<file path="src/rtl/sdram_arbit_if.sv">
// Handshake bundle between the SDRAM command arbiter and its surroundings:
// requesters, the init sequencer and the refresh/write/read sub-FSMs.
interface sdram_arbit_if;
  logic init_done;
  logic wr_req;
  logic rd_req;
  logic ref_end;
  logic wr_end;
  logic rd_end;
  logic ref_en;
  logic wr_en;
  logic rd_en;
  logic wr_ack;
  logic rd_ack;
  logic busy;
  logic ref_miss;

  // System side: drives requests and done pulses, observes grants.
  modport master (
    output init_done, wr_req, rd_req, ref_end, wr_end, rd_end,
    input  ref_en, wr_en, rd_en, wr_ack, rd_ack, busy, ref_miss
  );

  // Arbiter side.
  modport slave (
    input  init_done, wr_req, rd_req, ref_end, wr_end, rd_end,
    output ref_en, wr_en, rd_en, wr_ack, rd_ack, busy, ref_miss
  );
endinterface

</file>
<file path="src/rtl/sdram_arbit.sv">
// SDRAM command arbiter: sequences refresh, write and read operations.
// Refresh has absolute priority at the IDLE decision point; competing
// write/read requests are served round-robin. Operations run to completion
// and always return through IDLE before the next grant.
module sdram_arbit #(
  parameter int REF_CYC = 780,  // refresh interval in clk cycles
  parameter int CNT_W   = 10    // timer width, 2**CNT_W must exceed REF_CYC
) (
  input  logic          clk,
  input  logic          rst,
  sdram_arbit_if.slave  bus
);

  typedef enum logic [2:0] {
    ST_INIT,
    ST_IDLE,
    ST_REF,
    ST_WR,
    ST_RD
  } state_t;

  typedef enum logic {
    GNT_WR = 1'b0,
    GNT_RD = 1'b1
  } grant_t;

  localparam logic [CNT_W-1:0] TIMER_LAST = CNT_W'(REF_CYC - 1);

  state_t           state;
  grant_t           last_grant;
  logic [CNT_W-1:0] timer;
  logic             ref_due;
  logic             wrap;
  logic             go_ref;
  logic             go_wr;
  logic             go_rd;

  // Enables decode straight from the state register, so they are mutually
  // exclusive and fall together with the state on an asynchronous reset.
  assign bus.ref_en = (state == ST_REF);
  assign bus.wr_en  = (state == ST_WR);
  assign bus.rd_en  = (state == ST_RD);

  // Timer wrap detection and the IDLE grant decision.
  always_comb begin
    // NOTE: every output of a combinational block gets a default first, so
    // no path through the if/else chain can leave it unassigned (no latch).
    wrap   = 1'b0;
    go_ref = 1'b0;
    go_wr  = 1'b0;
    go_rd  = 1'b0;
    if (state != ST_INIT && timer == TIMER_LAST) begin
      wrap = 1'b1;
    end
    if (state == ST_IDLE && bus.init_done) begin
      if (ref_due) begin
        go_ref = 1'b1;
      end else if (bus.wr_req && bus.rd_req) begin
        // Both pending: serve whoever was not granted last.
        if (last_grant == GNT_RD) go_wr = 1'b1;
        else                      go_rd = 1'b1;
      end else if (bus.wr_req) begin
        go_wr = 1'b1;
      end else if (bus.rd_req) begin
        go_rd = 1'b1;
      end
    end
  end

  // Refresh interval timer, pending-refresh flag and sticky overrun flag.
  // NOTE: asynchronous reset lives in the sensitivity list; state registers
  // are assigned with <= so every register samples pre-edge values.
  always_ff @(posedge clk or posedge rst) begin
    if (rst) begin
      timer        <= '0;
      ref_due      <= 1'b0;
      bus.ref_miss <= 1'b0;
    end else if (!bus.init_done) begin
      timer   <= '0;
      ref_due <= 1'b0;
    end else if (state == ST_INIT) begin
      timer <= '0;
    end else begin
      timer <= wrap ? '0 : timer + CNT_W'(1);
      if (wrap) begin
        // A new interval beats the clear on REF entry, so back-to-back
        // deadlines are never lost.
        ref_due <= 1'b1;
        if (ref_due && !go_ref) begin
          bus.ref_miss <= 1'b1;
        end
      end else if (go_ref) begin
        ref_due <= 1'b0;
      end
    end
  end

  // Main sequencer: state, registered grant pulses, busy and round-robin pointer.
  always_ff @(posedge clk or posedge rst) begin
    if (rst) begin
      state      <= ST_INIT;
      last_grant <= GNT_RD;
      bus.wr_ack <= 1'b0;
      bus.rd_ack <= 1'b0;
      bus.busy   <= 1'b0;
    end else begin
      bus.wr_ack <= 1'b0;
      bus.rd_ack <= 1'b0;
      if (!bus.init_done) begin
        state    <= ST_INIT;
        bus.busy <= 1'b1;
      end else begin
        unique case (state)
          ST_INIT: begin
            state    <= ST_IDLE;
            bus.busy <= 1'b0;
          end
          ST_IDLE: begin
            if (go_ref) begin
              state    <= ST_REF;
              bus.busy <= 1'b1;
            end else if (go_wr) begin
              state      <= ST_WR;
              last_grant <= GNT_WR;
              bus.wr_ack <= 1'b1;
              bus.busy   <= 1'b1;
            end else if (go_rd) begin
              state      <= ST_RD;
              last_grant <= GNT_RD;
              bus.rd_ack <= 1'b1;
              bus.busy   <= 1'b1;
            end
          end
          ST_REF: begin
            if (bus.ref_end) begin
              state    <= ST_IDLE;
              bus.busy <= 1'b0;
            end
          end
          ST_WR: begin
            if (bus.wr_end) begin
              state    <= ST_IDLE;
              bus.busy <= 1'b0;
            end
          end
          ST_RD: begin
            if (bus.rd_end) begin
              state    <= ST_IDLE;
              bus.busy <= 1'b0;
            end
          end
          default: begin
            state    <= ST_INIT;
            bus.busy <= 1'b1;
          end
        endcase
      end
    end
  end

endmodule

</file>
<file path="src/flat_wrapper.sv">
// flat-port wrapper written by rule: the top's interface ports become plain ports
module sdram_arbit_flat 
#(
  parameter int REF_CYC = 780,                                   
  parameter int CNT_W   = 10                                                
)
  (clk, rst, bus_init_done, bus_wr_req, bus_rd_req, bus_ref_end, bus_wr_end, bus_rd_end, bus_ref_en, bus_wr_en, bus_rd_en, bus_wr_ack, bus_rd_ack, bus_busy, bus_ref_miss);
  sdram_arbit_if bus_i ();
  input  logic clk;
  input  logic rst;
  input wire logic [$bits(bus_i.init_done)-1:0] bus_init_done;
  input wire logic [$bits(bus_i.wr_req)-1:0] bus_wr_req;
  input wire logic [$bits(bus_i.rd_req)-1:0] bus_rd_req;
  input wire logic [$bits(bus_i.ref_end)-1:0] bus_ref_end;
  input wire logic [$bits(bus_i.wr_end)-1:0] bus_wr_end;
  input wire logic [$bits(bus_i.rd_end)-1:0] bus_rd_end;
  output wire logic [$bits(bus_i.ref_en)-1:0] bus_ref_en;
  output wire logic [$bits(bus_i.wr_en)-1:0] bus_wr_en;
  output wire logic [$bits(bus_i.rd_en)-1:0] bus_rd_en;
  output wire logic [$bits(bus_i.wr_ack)-1:0] bus_wr_ack;
  output wire logic [$bits(bus_i.rd_ack)-1:0] bus_rd_ack;
  output wire logic [$bits(bus_i.busy)-1:0] bus_busy;
  output wire logic [$bits(bus_i.ref_miss)-1:0] bus_ref_miss;
  assign bus_i.init_done = bus_init_done;
  assign bus_i.wr_req = bus_wr_req;
  assign bus_i.rd_req = bus_rd_req;
  assign bus_i.ref_end = bus_ref_end;
  assign bus_i.wr_end = bus_wr_end;
  assign bus_i.rd_end = bus_rd_end;
  assign bus_ref_en = bus_i.ref_en;
  assign bus_wr_en = bus_i.wr_en;
  assign bus_rd_en = bus_i.rd_en;
  assign bus_wr_ack = bus_i.wr_ack;
  assign bus_rd_ack = bus_i.rd_ack;
  assign bus_busy = bus_i.busy;
  assign bus_ref_miss = bus_i.ref_miss;
  sdram_arbit #(.REF_CYC(REF_CYC), .CNT_W(CNT_W)) u_core (.clk(clk), .rst(rst), .bus(bus_i));
endmodule
</file>
<file path="config.mk">
export PLATFORM = sky130hd
export DESIGN_NAME = sdram_arbit_flat
export DESIGN_NICKNAME = d
export VERILOG_FILES = /design/src/rtl/sdram_arbit_if.sv /design/src/rtl/sdram_arbit.sv /design/src/flat_wrapper.sv
export SDC_FILE = /design/constraint.sdc
export NUM_CORES = 1
export LEC_CHECK = 0
export ABC_CLOCK_PERIOD_IN_PS = 4700
export CORE_UTILIZATION = 39
export DETAILED_ROUTE_END_ITERATION = 8
export PLACE_DENSITY = 0.6
export SKIP_CTS_REPAIR_TIMING = 1
export SKIP_LAST_GASP = 1
export SLEW_MARGIN = 20
export SYNTH_ARGS = -nofsm -noshare
export SYNTH_HDL_FRONTEND = slang
export SYNTH_SLANG_ARGS = --single-unit
export TNS_END_PERCENT = 50
</file>
<file path="constraint.sdc">
create_clock -name clk -period 4.7 [get_ports clk]
set_clock_uncertainty 0.05 [all_clocks]
set_input_delay 0.94 -clock clk [delete_from_list [all_inputs] [get_ports clk]]
set_output_delay 0.94 -clock clk [all_outputs]
set_load 0.01 [all_outputs]
</file>
==> results of run 1 <==
per-layer routing:
layer | vias up | track usage | wire [um]
li1 | 353 | - | -
met1 | 329 | 0.2079 | 848
met2 | 11 | 0.2294 | 735
met3 | 2 | 0.05357 | 66
met4 | 0 | 0.04054 | 12
met5 | - | 0 | 0
stage by stage:
step                hold slack [ns]  total power, mW  std cells  worst slack, ns
global placement             0.3997           0.3200        134            2.251
detailed placement           0.4027           0.3185        134            2.235
CTS                          0.4180           0.4008        138            2.034
floorplan                    0.3790           0.2852         94            2.767
finish                       0.4164           0.3955        138            2.035
global route                 0.4391           0.4228        138            1.949
worst register-to-register path: stages, from the launching register on:
cell      delay [ns]
dfrtp_1         0.43
or3_1           0.38
or4_4           0.44
nand2b_1        0.28
nor2_1          0.10
registers in the layout (all words and copies together), names as in the netlist:
| name | count |
|---|---|
| u_core.timer | 10 |
| u_core.last_grant | 1 |
| u_core.bus.wr_ack | 1 |
| u_core.bus.ref_miss | 1 |
| u_core.bus.rd_ack | 1 |
| u_core.bus.busy | 1 |
| u_core.ref_due | 1 |
| u_core.state | 3 |
logic make-up (layout without fill, tap and decap cells):
group	Yosys count	count (layout)	synth area share
adder cells (fa/ha/maj)	1	1	0.01310
AO/OA/AOI/OAI	11	11	0.09700
multiplexers	2	2	0.02228
AND/OR/NAND/NOR	46	46	0.2569
XOR/XNOR	7	7	0.06422
flip-flops	19	19	0.4993
buffers and inverters	8	24	0.04718
power breakdown:
group / internal [mW] / switching, mW / leakage [nW]
Combinational: 0.0540 / 0.0545 / 0.225
Clock: 0.0317 / 0.0488 / 0.0177
Sequential: 0.187 / 0.0195 / 0.250
Total: 0.273 / 0.123 / 0.492
final cells by class:
cell class | count | area [um^2] | area share
sequential | 19 | 476.7 | 0.4201
multi-input combinational | 67 | 432.9 | 0.3815
timing repair buffer | 14 | 140.1 | 0.1235
tap | 28 | 35.03 | 0.03087
clock buffer | 3 | 22.52 | 0.01985
inverter | 6 | 22.52 | 0.01985
clock inverter | 1 | 5.005 | 0.004410
path summary, 6_finish.rpt:
kind / slack, ns / cells after the start / to / from
max: 2.03 / 3 / bus_rd_en / u_core.state[1]$_DFFE_PP0P_
max reg2reg: 2.91 / 4 / u_core.timer[8]$_DFF_PP0_ / u_core.timer[6]$_DFF_PP0_
min in group asynchronous: 0.98 / 2 / u_core.state[2]$_DFFE_PP0P_ / rst
min reg2reg: 0.42 / 1 / u_core.timer[0]$_DFF_PP0_ / u_core.timer[0]$_DFF_PP0_
min: 0.42 / 1 / u_core.timer[0]$_DFF_PP0_ / u_core.timer[0]$_DFF_PP0_
max in group asynchronous: 3.18 / 2 / u_core.state[0]$_DFFE_PP0P_ / rst
synth_stat cells, drive strengths merged, types with 2 or more instances:
master  number
o311ai       3
dfrtp       18
xnor2        4
nor2b        3
xor2         3
nand4        2
nand3        3
nand2        6
and3         2
and2         2
o31ai        2
inv          6
or3          4
nand2b       5
nor2        13
buf          2
nor3         2
==> run_results.csv, run 1 <==
group,metric,value,unit
synth,synth-seq-area-share,0.4993,
timing,slew_viol_final,0,
floorplanning,core,2255,um^2
critical_path,crit_family,"buffers and inverters",
timing,fmax,375.2,MHz
final_layout,mostFrequentLayoutCells,"18 x dfrtp_1, 14 x clkdlybuf4s50_1, 13 x nor2_1, 6 x nand2_1, 6 x inv_1",
power_and_ir_drop,leakage,0.4924,nW
power_and_ir_drop,power_density,348.5,nW/um^2
floorplanning,rows,17,
placement,place_hpwl,1.251,mm
global_routing,overflow,0,
floorplanning,die_x,51.48,um
clock_tree,cts.sinks,19,
final_layout,diodes,0,
placement,portBuffers,14,
drt,dr.pass1.iters,4,
synth,yosys_warnings,0,
global_routing,grt_pass1_vias,685,
drt,vias,695,
clock_tree,cts_made_buffers,3,
final_layout,final_area,1135,um^2
global_routing,track_usage,0.1527,
synth,synth_top_area_frac,0.4718,
critical_path,crit_type,"reg -> out",
floorplanning,die_y,51.48,um
hold_path,hold_path.class,"reg -> reg",
floorplanning,ioPinCount,15,
timing,hold_viol_final,0,
timing,fin_crit,2.665,ns
critical_path,crit_buf_inv,1,
final_layout,nFillCells,232,
floorplanning,initial_core_util,0.4234,
placement,dpl-instance-area,1107,um^2
drt,via_per_inst,5.036,
final_layout,fin_util,0.5033,
synth,synth_edf_count,0,
clock_tree,clockRootBuffer,"clkbuf_4",
final_layout,finalNetCount,120,
critical_path,path_max_fanout,9,
clock_tree,clk_path_buf_depth,2,
timing,grt_setup_unrepaired,"no",
placement,place_congestion,0.8768,
critical_path,crit_required,3.71,ns
critical_path,critical_path.cell_chain,"nor2_1 > and2_1 > clkdlybuf4s50_1",
final_layout,mostFrequentLayoutCell,"dfrtp_1",
final_layout,drive_above_1_share,0.09091,
synth,syn_inst,94,
synth,synth.net_count,103,
critical_path,end_kind,"output pin",
drt,drc,0,
flow_run,max_cap_viol_count,0,
synth,synth_top_area_cell,"dfrtp_1",
clock_tree,clk_pin_slew_worst_paths,0.10,ns
timing,relSlewSlack,0.5439,
synth,ys_ff_latch,19,
critical_path,cp.arrival,1.68,ns
synth,yosysUniqueCellTypes,35,
power_and_ir_drop,ir_drop,0.0002810,V
global_routing,antenna_found_initial,0,
timing,tns,0,ns
critical_path,crit_path_start_kind,"flop",
clock_tree,clk_latency,0.30,ns
drt,ant_nets,0,
drt,wl_per_cell,12.05,um
timing,finalCritPeriodShare,0.5671,
global_routing,grt_max_degree,20,
timing,worst_pin_slew,0.6834,ns
synth,synth_area_leaders,"dfrtp_1 47%, nor2_1 5.1%, xnor2_1 3.7%",
clock_tree,h-tree-depth,1,
synth,synthArstFlopShare,1.000,
critical_path,slowest_stage,"clkdlybuf4s50_1",
drt,wirelength,1.663,mm
status,status,"complete, no violations",
timing,setup_violations,0,
global_routing,grt_pass1_wl,2.960,mm
synth,syn_area_per_cell,10.16,um^2
synth,netlist_area,954.7,um^2
clock_tree,cts_tree,"built",
floorplanning,dieArea,2650,um^2
critical_path,slowest_delay,0.53,ns
synth,ys.flop_type,"dfrtp_1",
final_layout,syn2layout_area_growth,18.87,%
drt,drtIter0Drc,11,
Power figures use the tool's default switching activity.
==> inputs of run 2 (changes only) <==
- ABC_CLOCK_PERIOD_IN_PS: 4700 -> 2200
- PLACE_DENSITY: 0.6 -> 0.62
- clock period: 4.7 -> 2.2 ns (I/O delays scaled with it)
==> run_results.csv, run 2 (synthesized netlist as in run 1, its figures left out) <==
group,metric,value,unit
critical_path,path_max_fanout,9,
final_layout,mostFrequentLayoutCells,"17 x dfrtp_1, 14 x clkdlybuf4s50_1, 12 x nor2_1, 6 x nand2_1, 6 x inv_1",
critical_path,slowest_delay,0.53,ns
floorplanning,core,2255,um^2
final_layout,diodes,0,
final_layout,drive_above_1_share,0.1239,
placement,place_congestion,0.8522,
final_layout,mostFrequentLayoutCell,"dfrtp_1",
global_routing,grt_max_degree,18,
timing,fmax,475.3,MHz
power_and_ir_drop,combPwrFrac,0.283,
critical_path,crit_path_start_kind,"flop",
final_layout,largest_reg_flops,10,
critical_path,crit_type,"reg -> out",
timing,whs,0.2504,ns
clock_tree,clk_path_buf_depth,2,
clock_tree,h-tree-depth,1,
timing,grt_setup_unrepaired,"yes",
status,status,"complete, no violations",
drt,ant_nets,0,
timing,worst_pin_slew,0.4736,ns
floorplanning,die_y,51.48,um
critical_path,cp.arrival,1.61,ns
final_layout,finalNetCount,123,
global_routing,grt_pass1_wl,2.980,mm
critical_path,crit_buf_inv,1,
drt,dr.pass1.iters,4,
clock_tree,cts_made_buffers,3,
final_layout,final_cells,141,
power_and_ir_drop,seq_power_share,0.521,
drt,vias,700,
final_layout,fin_util,0.5144,
power_and_ir_drop,power.internal,595.6,uW
global_routing,gr-usage-met2,0.2273,
power_and_ir_drop,leakage,0.5040,nW
global_routing,track_usage,0.1533,
drt,wirelength,1.665,mm
power_and_ir_drop,swShare,0.2996,
drt,drc,0,
power_and_ir_drop,power_density,733.1,nW/um^2
global_routing,antenna_found_initial,0,
clock_tree,clk_pin_slew_worst_paths,0.10,ns
power_and_ir_drop,ir_drop,0.0004805,V
flow_run,max_cap_viol_count,0,
final_layout,reg.largest.list,"u_core.timer: 10 flops, u_core.state: 3 flops",
timing,hold_viol_final,0,
final_layout,nFillCells,219,
hold_path,hold_path.class,"in -> async",
floorplanning,initial_core_util,0.4234,
floorplanning,dieArea,2650,um^2
clock_tree,cts_tree,"built",
timing,relSlewSlack,0.6815,
timing,tns,0,ns
clock_tree,clockRootBuffer,"clkbuf_4",
floorplanning,die_x,51.48,um
floorplanning,rows,17,
clock_tree,cts.sinks,19,
global_routing,overflow,0,
final_layout,top_register,"u_core.timer",
clock_tree,clk_latency,0.29,ns
final_layout,final_area,1160,um^2
global_routing,grt_use_met1,0.2122,
global_routing,grt_pass1_vias,683,
timing,finalCritPeriodShare,0.9564,
timing,slew_viol_final,0,
critical_path,crit_family,"buffers and inverters",
placement,dp.cells,135,
final_layout,syn2layout_area_growth,21.49,%
timing,setup_violations,0,
power_and_ir_drop,p_sw,254.7,uW
critical_path,slowest_stage,"clkdlybuf4s50_1",
drt,via_per_inst,4.965,
floorplanning,ioPinCount,15,
critical_path,crit_required,1.71,ns
global_routing,met3_usage,0.05357,
drt,wl_per_cell,11.81,um
global_routing,top_usage_layer,"met2",
power_and_ir_drop,power_frac_clock,0.196,
critical_path,critical_path.cell_chain,"nor2_2 > and2_1 > clkdlybuf4s50_1",
placement,portBuffers,14,
placement,dpl-instance-area,1115,um^2
critical_path,end_kind,"output pin",
placement,place_hpwl,1.238,mm
drt,drtIter0Drc,14,
timing,fin_crit,2.104,ns
-- run 2: metrics by stage --
stage,worst slack [ns],total power [mW]
floorplan,0.6115,0.6092
global placement,0.2226,0.6801
detailed placement,0.2413,0.6795
CTS,0.01514,0.8504
global route,-0.008858,0.9191
finish,0.09595,0.8503
-- run 2: layout make-up --
class	instances	area (um^2)	area share
Clock buffer	4	26.28	0.02265
Inverter	6	22.52	0.01942
Multi-Input combinational cell	67	435.4	0.3754
Sequential cell	19	478.0	0.4121
Tap cell	28	35.03	0.03021
Timing Repair Buffer	17	162.7	0.1402
-- run 2: worst paths after layout --
| check | start | endpoint | slack, ns | depth (start not counted) |
|---|---|---|---|---|
| max in group asynchronous | rst | u_core.state[2]$_DFFE_PP0P_ | 1.44 | 3 |
| worst max register to register | u_core.timer[4]$_DFF_PP0_ | u_core.timer[3]$_DFF_PP0_ | 0.40 | 4 |
| worst min register to register | u_core.timer[0]$_DFF_PP0_ | u_core.timer[0]$_DFF_PP0_ | 0.41 | 1 |
| worst min-delay path | rst | u_core.bus.rd_ack$_DFF_PP0_ | 0.25 | 2 |
| min in group clk | u_core.timer[0]$_DFF_PP0_ | u_core.timer[0]$_DFF_PP0_ | 0.41 | 1 |
| worst max-delay path | u_core.state[1]$_DFFE_PP0P_ | bus_rd_en | 0.1 | 3 |
-- run 2: power by group through the flow --
stage                     sequential (mW)  clock [mW]  combinational, mW
after floorplan                     0.441           0              0.168
after global placement              0.450           0              0.230
after detailed placement            0.449           0              0.230
after CTS                           0.442       0.176              0.232
after global routing                0.453       0.192              0.275
final                               0.443       0.167              0.240
-- run 2: worst register-to-register path: stages, from the launching register on --
cell      delay, ns
dfrtp_1        0.45
or3_1          0.36
or4_4          0.44
nand2b_1       0.27
nor2_1         0.10
-- run 2: routing by layer --
metal  wire length [um]  part of all wire
met3                 73             0.044
met4                 12            0.0072
met5                  0                 0
met2                750              0.45
met1                828              0.50
==> patch 1 (config.mk and constraints of run 2) <==
`REF_CYC` is set to 780 in 2 places; all go to 512.
--- a/src/rtl/sdram_arbit.sv
+++ b/src/rtl/sdram_arbit.sv
@@ -3,7 +3,7 @@
 // write/read requests are served round-robin. Operations run to completion
 // and always return through IDLE before the next grant.
 module sdram_arbit #(
-  parameter int REF_CYC = 780,  // refresh interval in clk cycles
+  parameter int REF_CYC = 512,  // refresh interval in clk cycles
   parameter int CNT_W   = 10    // timer width, 2**CNT_W must exceed REF_CYC
 ) (
   input  logic          clk,
--- a/src/flat_wrapper.sv
+++ b/src/flat_wrapper.sv
@@ -1,7 +1,7 @@
 // flat-port wrapper written by rule: the top's interface ports become plain ports
 module sdram_arbit_flat 
 #(
-  parameter int REF_CYC = 780,                                   
+  parameter int REF_CYC = 512,                                   
   parameter int CNT_W   = 10                                                
 )
   (clk, rst, bus_init_done, bus_wr_req, bus_rd_req, bus_ref_end, bus_wr_end, bus_rd_end, bus_ref_en, bus_wr_en, bus_rd_en, bus_wr_ack, bus_rd_ack, bus_busy, bus_ref_miss);
Check against the original RTL: no difference found for any inputs over 10 cycles, from zero or initial values and one cycle with rst high; that may be too few to reach the edited logic, so the function may still have changed.
==> patch 1 against run 2 <==
  * Count of clock-buffer cells in the layout decreased by 1
  * Routed wire length is 8.7% higher
  * Synthesized area down 1.3%
  * Global-route usage grew 1.2 points
  * Design area rose by 1.1%
  * Sequential power increased by 5.6%
  * Critical endpoint is now bus_wr_en
  * Die area shrank 1.3%
  * Total power grew 4.2%
  * Setup slack worse by 0.017 ns
  * Highest routed layer unchanged
  * Sequential cell count unchanged
  * Largest power group unchanged
  * Register-to-register slack got worse by 0.06 ns
==> patch 1: results <==
outcome:
  status: "finished, final reports clean"
power:
  ir_worst_vdd_mv: 0.593
  switching_share_pct: 32.9
  comb-power_mw: 0.229
  leakage_nw: 0.498
  p_clk_mw: 0.189
  p_seq_mw: 0.468
worst_setup_path:
  reg2reg_to: "u_core.bus.busy$_DFFE_PP0P_"
  critPathArrivalTime_ns: 1.63
  worstPathMaxFanout: 7
  crit_path_end: "bus_wr_en"
  ff2ff_setup_slack_ns: 0.34
  critPathLaunch: "u_core.state[2]$_DFFE_PP0P_"
global_route:
  grt_pass1_vias: 701
  grt_use_met2_pct: 23.7
  grt_max_degree: 13
  grt_pass1_wl_microns: 3200
  use_met1_pct: 23.5
  met3_usage_pct: 6.85
  gr-usage-all-layers_pct: 16.6
yosys:
  synthesis.nets: 104
  synth_area_leaders: "dfrtp_1 (48%), nor2_1 (6.4%), xor2_1 (4.6%)"
  async_reset_ff_share_pct: 100
  synthTopCellsByCount: "dfrtp_1 (18), nor2_1 (16), nand3_1 (6)"
  syn_inst: 95
  yosysSeqAreaShare_pct: 50.6
timing:
  holdWs_ns: 0.335
  fin_crit_ns: 2.12
  worst_pin_slew_ns: 0.468
clocking:
  clock_latency_ns: 0.31
  clk_pin_slew_ns: 0.12
finish:
  reg_top3: "u_core.timer: 10 flops, u_core.state: 3 flops"
  drive_gt1_share_pct: 14.0
  final_nets: 124
placed_design:
  post-place-ws_ns: -0.0693
  place_congestion: 0.825
  place_area_sq_um: 1130
drt:
  met3WireLength_microns: 74
  drt_first_iter_violations: 10
  vias_per_cell: 5.17
  wirelength_microns: 1810
  firstDrtPassIters: 3
[patch 1: changes by cell type after synthesis, moves of 2 or more]
cell and change:
or3_1 -4, nand3_1 +3, nor2_1 +3, buf_2 +2
buf_6 -2, inv_1 -2, mux2i_1 +2, nor2b_1 -2
xnor2_1 -2, xor2_1 +2
[patch 1: area by class of cell]
cell class	instances	area, sq um	share of cell area (%)
timing repair buffer	18	170	14.5
inverter	5	18.8	1.60
multi-input combinational	68	438	37.4
sequential	19	480	41.0
tap	28	35.0	2.99
clock inverter	1	7.51	0.640
clock buffer	3	22.5	1.92
[patch 1: cell families (layout without fill, tap and decap cells)]
logic type | after synthesis | count (layout) | share of synthesized area, %
mux | 4 | 4 | 4.38
fa+ha+maj | 1 | 1 | 1.33
xor+xnor | 7 | 7 | 6.51
simple gates | 45 | 45 | 24.4
buf+inv | 8 | 27 | 3.45
flops | 19 | 19 | 50.6
compound gates | 11 | 11 | 9.30
==> patch 2 (flow settings as in run 2) <==
Made on the original files. Encoding of `state_t`: now one-hot (5 bits for 5 states).
--- a/src/rtl/sdram_arbit.sv
+++ b/src/rtl/sdram_arbit.sv
@@ -11,12 +11,12 @@
   sdram_arbit_if.slave  bus
 );
 
-  typedef enum logic [2:0] {
-    ST_INIT,
-    ST_IDLE,
-    ST_REF,
-    ST_WR,
-    ST_RD
+  typedef enum logic [4:0] {
+    ST_INIT = 5'b00001,
+    ST_IDLE = 5'b00010,
+    ST_REF  = 5'b00100,
+    ST_WR   = 5'b01000,
+    ST_RD   = 5'b10000
   } state_t;
 
   typedef enum logic {
Check against the original RTL: no difference found for any inputs over 10 cycles, from zero or initial values and one cycle with rst high; not proved beyond that.
==> patch 2 against run 2 <==
  * Synthesized area is 14% higher
  * Register-to-register slack worse by 0.12 ns
  * Design area is 12% higher
  * Worst hold slack better by 0.041 ns
  * Final cell count is 9.2% higher
  * Routed wire length is 21% higher
  * Sequential share of layout area is 0.67 points lower
  * Sequential cell count is 2 higher
  * Total power is 2.4% lower
  * Setup slack worse by 0.047 ns
  * Die area is 13% higher
  * Sequential power is 6.1% higher
  * Non-clock buffer count stayed put
  * Critical endpoint unchanged
  * Largest cell class is now multi-input gates
  * Largest power group unchanged
==> patch 2: results <==
outcome:
  status: "finished, final reports clean"
placed_design:
  place_congestion: 0.830
  post-place-ws_ns: 0.180
  dp_hpwl_microns: 1490
  place_area_sq_um: 1260
  place_inst: 149
global_route:
  grt_max_degree: 16
  grt_pass1_wl_microns: 3460
worst_setup_path:
  regToRegStartpoint: "u_core.timer[0]$_DFF_PP0_"
  worstPathMaxFanout: 5
  critPathLaunch: "u_core.state[0]$_DFFE_PP1P_"
  critPathMaxStageDelay_ns: 0.60
  cpMaxStageDelayCell: "dfstp_2"
  critPathArrivalTime_ns: 1.66
drt:
  routedWlPerCell_microns: 13.1
  drt_first_iter_violations: 16
clocking:
  clock_latency_ns: 0.31
  clk_pin_slew_ns: 0.13
yosys:
  yosysSeqAreaShare_pct: 48.6
  synthTopCellsByCount: "dfrtp_1 (19), nor2_1 (12), a21oi_1 (8)"
die:
  initial_core_util_pct: 42.7
power:
  leakage_nw: 0.532
  ir_worst_vdd_mv: 0.382
timing:
  slew_headroom_pct: 80.3
finish:
  drive_gt1_share_pct: 13.7
  final.fill_count: 252
patch 2: changes by cell type after synthesis, sizes merged, moves of 3 or more:
cell           run 2  this run
a21oi              1         8
inv                6         2
nor4b              0         3
o311ai             3         0
patch 2: path summary, 6_finish.rpt:
check,endpoint,cells after the start,slack [ns]
setup reg to reg,u_core.timer[9]$_DFF_PP0_,5,0.28
hold / removal,u_core.timer[7]$_DFF_PP0_,2,0.29
hold reg to reg,u_core.bus.ref_miss$_DFFE_PP0P_,1,0.44
max in group asynchronous,u_core.last_grant$_DFFE_PP1P_,3,1.26
setup / recovery,bus_rd_en,3,0.05
min in group clk,u_core.bus.ref_miss$_DFFE_PP0P_,1,0.44
patch 2: cell type report:
type,instances,area [sq um],share of cell area (%)
well taps,30,37.5,2.88
multi-input cells,80,537,41.2
clock inverters,1,7.51,0.576
inverters,2,7.51,0.576
flip-flops and latches,21,528,40.5
clock buffers,3,22.5,1.73
repair buffers,17,163,12.5
patch 2: routing by layer:
layer | part of all wire [%] | vias to the layer above | GRT usage [%]
met5 | 0 | - | 0
li1 | - | 421 | -
met2 | 42 | 12 | 23.7
met3 | 3.8 | 2 | 4.72
met1 | 54 | 386 | 23.8
met4 | 0.74 | 0 | 5.13
patch 2: logic make-up (layout without fill, tap and decap cells):
family | count (synthesis) | in the layout | synth area share (%)
and+or+nand+nor | 52 | 52 | 31.0
DFF | 21 | 21 | 48.6
AOI/OAI and AO/OA | 19 | 19 | 10.6
xor gates and xnor gates | 8 | 8 | 6.45
buffers and inverters | 4 | 23 | 2.19
adders and majority gates | 1 | 1 | 1.15
patch 2: worst register-to-register path, delay by kind of cell, from the launching register on:
kind / cells / cell delay, ns
flip-flops: 1 / 0.45
AND/OR/NAND/NOR: 4 / 1.04
adder cells (fa/ha/maj): 1 / 0.27
patch 2: power by group:
group | switching (mW) | leakage, nW | internal, mW
combinational | 0.0797 | 0.237 | 0.0840
sequential | 0.0393 | 0.281 | 0.431
clock | 0.127 | 0.0139 | 0.0692
